--- src/rtl/ddr_serializer.sv ---
// ddr_serializer: parallel-to-serial stage for a pair of DDR output pads.
// Takes W-bit words over valid/ready and sends two bits per clk as a
// (d_rise, d_fall) pair, with no gap between back-to-back words.
//
// Ports:
//   clk       clock
//   rst_n     async active-low reset
//   in_data   W-bit word, sampled only on accept (in_valid && in_ready)
//   in_valid  upstream word available
//   in_ready  block can take a word this cycle (decoded from state only)
//   d_rise    bit for the first half of the next pad cycle
//   d_fall    bit for the second half of that cycle
//   frame     high while d_rise/d_fall carry word data
module ddr_serializer #(
  parameter int W          = 16,
  parameter bit MSB_FIRST  = 1'b1,
  parameter bit IDLE_LEVEL = 1'b0
) (
  input  logic         clk,
  input  logic         rst_n,
  input  logic [W-1:0] in_data,
  input  logic         in_valid,
  output logic         in_ready,
  output logic         d_rise,
  output logic         d_fall,
  output logic         frame
);

  // Pair counter counts down the remaining pairs of the word on the pads.
  localparam int CW = (W > 2) ? $clog2(W/2) : 1;
  localparam logic [CW-1:0] CNT_LAST = CW'(W/2 - 1);

  typedef enum logic {IDLE, SHIFT} state_t;

  state_t         state;
  logic [CW-1:0]  cnt;
  logic [W-1:0]   sreg;
  logic           accept;
  logic           rise_bit, fall_bit;

  // Ready while idle or while the last pair of a word is showing, so the
  // next word lands on the edge that retires that pair (no bubble).
  assign in_ready = (state == IDLE) || (cnt == '0);
  assign accept   = in_valid && in_ready;

  always_ff @(posedge clk or negedge rst_n) begin
    if (!rst_n) begin
      state <= IDLE;
      cnt   <= '0;
      sreg  <= '0;
    end else if (accept) begin
      sreg  <= in_data;
      cnt   <= CNT_LAST;
      state <= SHIFT;
    end else if (state == SHIFT) begin
      if (cnt != '0) begin
        sreg <= MSB_FIRST ? (sreg << 2) : (sreg >> 2);
        cnt  <= cnt - 1'b1;
      end else begin
        state <= IDLE;
      end
    end
  end

  // Current pair sits at the outgoing end of the shift register.
  assign rise_bit = MSB_FIRST ? sreg[W-1] : sreg[0];
  assign fall_bit = MSB_FIRST ? sreg[W-2] : sreg[1];

  // Outputs decode registered state only; async reset forces idle at once.
  assign frame  = (state == SHIFT);
  assign d_rise = frame ? rise_bit : IDLE_LEVEL;
  assign d_fall = frame ? fall_bit : IDLE_LEVEL;

endmodule
--- config.mk ---
export PLATFORM = sky130hd
export DESIGN_NAME = ddr_serializer
export DESIGN_NICKNAME = d
export VERILOG_FILES = /design/src/rtl/ddr_serializer.sv
export SDC_FILE = /design/constraint.sdc
export NUM_CORES = 1
export LEC_CHECK = 0
export CAP_MARGIN = 20
export CORE_AREA = 2 2 54 69
export CTS_BUF_LIST = sky130_fd_sc_hd__clkbuf_16
export CTS_CLUSTER_DIAMETER = 40
export DETAILED_ROUTE_END_ITERATION = 8
export DIE_AREA = 0 0 56 71
export DONT_BUFFER_PORTS = 1
export MAX_ROUTING_LAYER = met4
export PLACE_DENSITY_LB_ADDON = 0.25
export SKIP_CTS_REPAIR_TIMING = 1
export SLEW_MARGIN = 10
export SYNTH_ARGS = -nofsm -noshare
export SYNTH_HDL_FRONTEND = slang
export SYNTH_SLANG_ARGS = --single-unit
export TNS_END_PERCENT = 30
--- constraint.sdc ---
create_clock -name clk -period 2.1 [get_ports clk]
set_clock_uncertainty 0.15 [all_clocks]
set_input_delay 0.105 -clock clk [delete_from_list [all_inputs] [get_ports clk]]
set_output_delay 0.105 -clock clk [all_outputs]
set_load 0.01 [all_outputs]
==> reports/qor.yml <==
worst_setup_path:
  crit_path_end_kind: "output port"
  r2r-end: "cnt[2]$_DFFE_PN0P_"
  crit_type: "flop to output port"
  worstPathRequired_ps: 1850
  cp-endpoint: "in_ready"
  cp-startpoint: "cnt[0]$_DFFE_PN0P_"
  start_kind: "flop"
  reg2reg_depth: 7
  r2r_start: "cnt[0]$_DFFE_PN0P_"
  slowest_stage: "dfrtp_1"
  cpLargestDelayFamily: "adder cells"
  crit_buf_inv: 3
  cp.arrival_ps: 1510
  crit_chain: "inv_1 > ha_1 > ha_1 > nor2b_4 > buf_12 > inv_1"
  crit_fanout: 36
  max_stage_delay_ps: 360
  rrSetupSlack_ps: 520
  cp_num_cells: 6
placement:
  dpl.hpwl_um: 1160
  gp_congestion: 0.634
  post-place-cells: 122
  port_buffers: 0
  placed_area_sq_um: 968
global_route:
  grt_pass1_vias: 615
  grt_pass1_wl_um: 2860
  antenna_found_initial: 0
  grtUsageTotal_pct: 9.34
  grt_max_degree: 37
  overflow: 0
timing:
  finalCriticalPeriod_ps: 1760
  rsz0062_at_grt: "no"
  period_share_pct: 83.9
  slew_headroom_pct: 38.8
  finalSetupTns_ps: 0
  tightest_slew_ps: 914
  slew_viol_final: 0
  hold_viol: 0
  finalSetupViolCount: 0
  max_freq_mhz: 568
detailed_routing:
  wl_per_cell_um: 12.0
  ant_nets: 0
  drt-vias-per-instance: 4.56
  num_vias: 657
  wirelength_um: 1730
  first_iter_violations: 10
  drt-pass1-iter-count: 2
  drc: 0
clock_network:
  path_clk_slew_ps: 50
  clkLatencyLatePin_ps: 250
  cts.sinks: 20
  cts.path.max_buffers: 2
  numCtsBuffers: 3
  cts_tree: "yes"
  cts_root_buffer: "clkbuf_16"
  h-tree-depth: 1
power_and_ir_drop:
  max-vdd-ir-drop_mv: 0.503
  powerDensity_nw_per_um2: 1170
  leakage_nw: 0.592
min_path:
  whs_path_depth: 2
  hp-class: "input pin to flop"
synthesis:
  ys_async_sr_fraction_pct: 100
  synth_edf_count: 0
  yosys-top-cells-count: "20 x dfrtp_1, 16 x mux2i_1, 14 x nand2_1"
  ys_seq_area_share_pct: 52.1
  synth_area_leaders: "dfrtp_1 52%, mux2i_1 17%, o21ai_0 5.7%"
  synth_nets: 109
  netlist_area_sq_um: 961
  yosysTopAreaCell: "dfrtp_1"
  synth_most_common_cell: "dfrtp_1"
  synth_cells: 88
  syn_area_per_cell_sq_um: 10.9
  ys.flop_type: "dfrtp_1"
  synth_top_area_share_pct: 52.1
  ys_types: 18
  ys_ff_latch: 20
  ys_warn_count: 0
floorplan:
  ios: 23
  coreArea_sq_um: 3360
  dieArea_sq_um: 3980
  row_count: 24
  start_util_pct: 28.6
  die_h_um: 71
  die_w_um: 56
cells_and_area:
  final_cells: 144
  final_area_sq_um: 1240
  layout-drive-gt1-share_pct: 9.52
  utilization_pct: 36.8
  fin_nets: 127
  n_antenna_cell: 0
  area_growth_pct: 28.8
  multi_input_area_sq_um: 384
  seq_area_sq_um: 500
  num-fill-cells: 355
job:
  maxCapViolations: 0
run_status:
  status: "completed"
==> registers in the layout, summed over array words and instances (netlist names) <==
name	count
cnt	3
frame	1
sreg	16
==> worst min-delay path by stage <==
stage / to / start
6_report: frame$_DFF_PN0_ / in_valid
5_1_grt: frame$_DFF_PN0_ / in_valid
4_1_cts: sreg[0]$_DFFE_PN0P_ / rst_n
3_5_place_dp: cnt[2]$_DFFE_PN0P_ / rst_n
3_3_place_gp: cnt[2]$_DFFE_PN0P_ / rst_n
2_1_floorplan: cnt[0]$_DFFE_PN0P_ / rst_n
==> cells in the final DEF, fill, tap and decap left out, types with 3 or more instances in the layout <==
cell           Yosys  routed
mux2i_1           16      16
dlygate4sd3_1      0      17
o21ai_0           11      11
dfrtp_1           20      20
nor3_1             3       3
inv_1              4       4
nand2_1           14      14
clkbuf_16          0       3
a21oi_1            3       3
==> through the flow <==
step                worst slack, ps  hold slack [ps]  total power, mW
floorplan                       639             -341             1.00
global placement                563             -340             1.02
detailed placement              511             -340             1.03
CTS                             320             -609             1.42
global route                    240             33.9             1.58
finish                          338             19.7             1.44
==> metal layers <==
layer | GRT usage (%) | vias up | share of wire (%)
li1 | - | 334 | -
met1 | 10.7 | 310 | 46
met2 | 15.4 | 11 | 49
met3 | 2.38 | 2 | 4.1
met4 | 3.97 | 0 | 0.46
met5 | - | - | 0
==> power by group <==
part,internal (mW),switching [mW]
Clock,0.253,0.133
Combinational,0.207,0.241
Sequential,0.532,0.0775
==> cells by family after synthesis <==
logic type,count (synthesis),share of synthesized area (%)
buf+inv,10,7.94
mux,16,16.7
fa+ha+maj,2,2.60
flops,20,52.1
simple gates,23,11.5
compound gates,17,9.24
==> final cells by class <==
class	count	share of cell area, %
Tap cell	39	3.94
Clock buffer	3	6.07
Sequential cell	20	40.4
Multi-Input combinational cell	58	31.0
Clock inverter	1	0.303
Inverter	4	1.21
Timing Repair Buffer	19	17.0
==> worst register-to-register path: stages, from the launching register on <==
cell	delay, ps
dfrtp_1	360
inv_1	50
ha_1	190
ha_1	200
nor2b_4	170
buf_12	190
nor3_1	60
a21oi_1	120
Note: power is estimated with default switching activity, not from simulation.
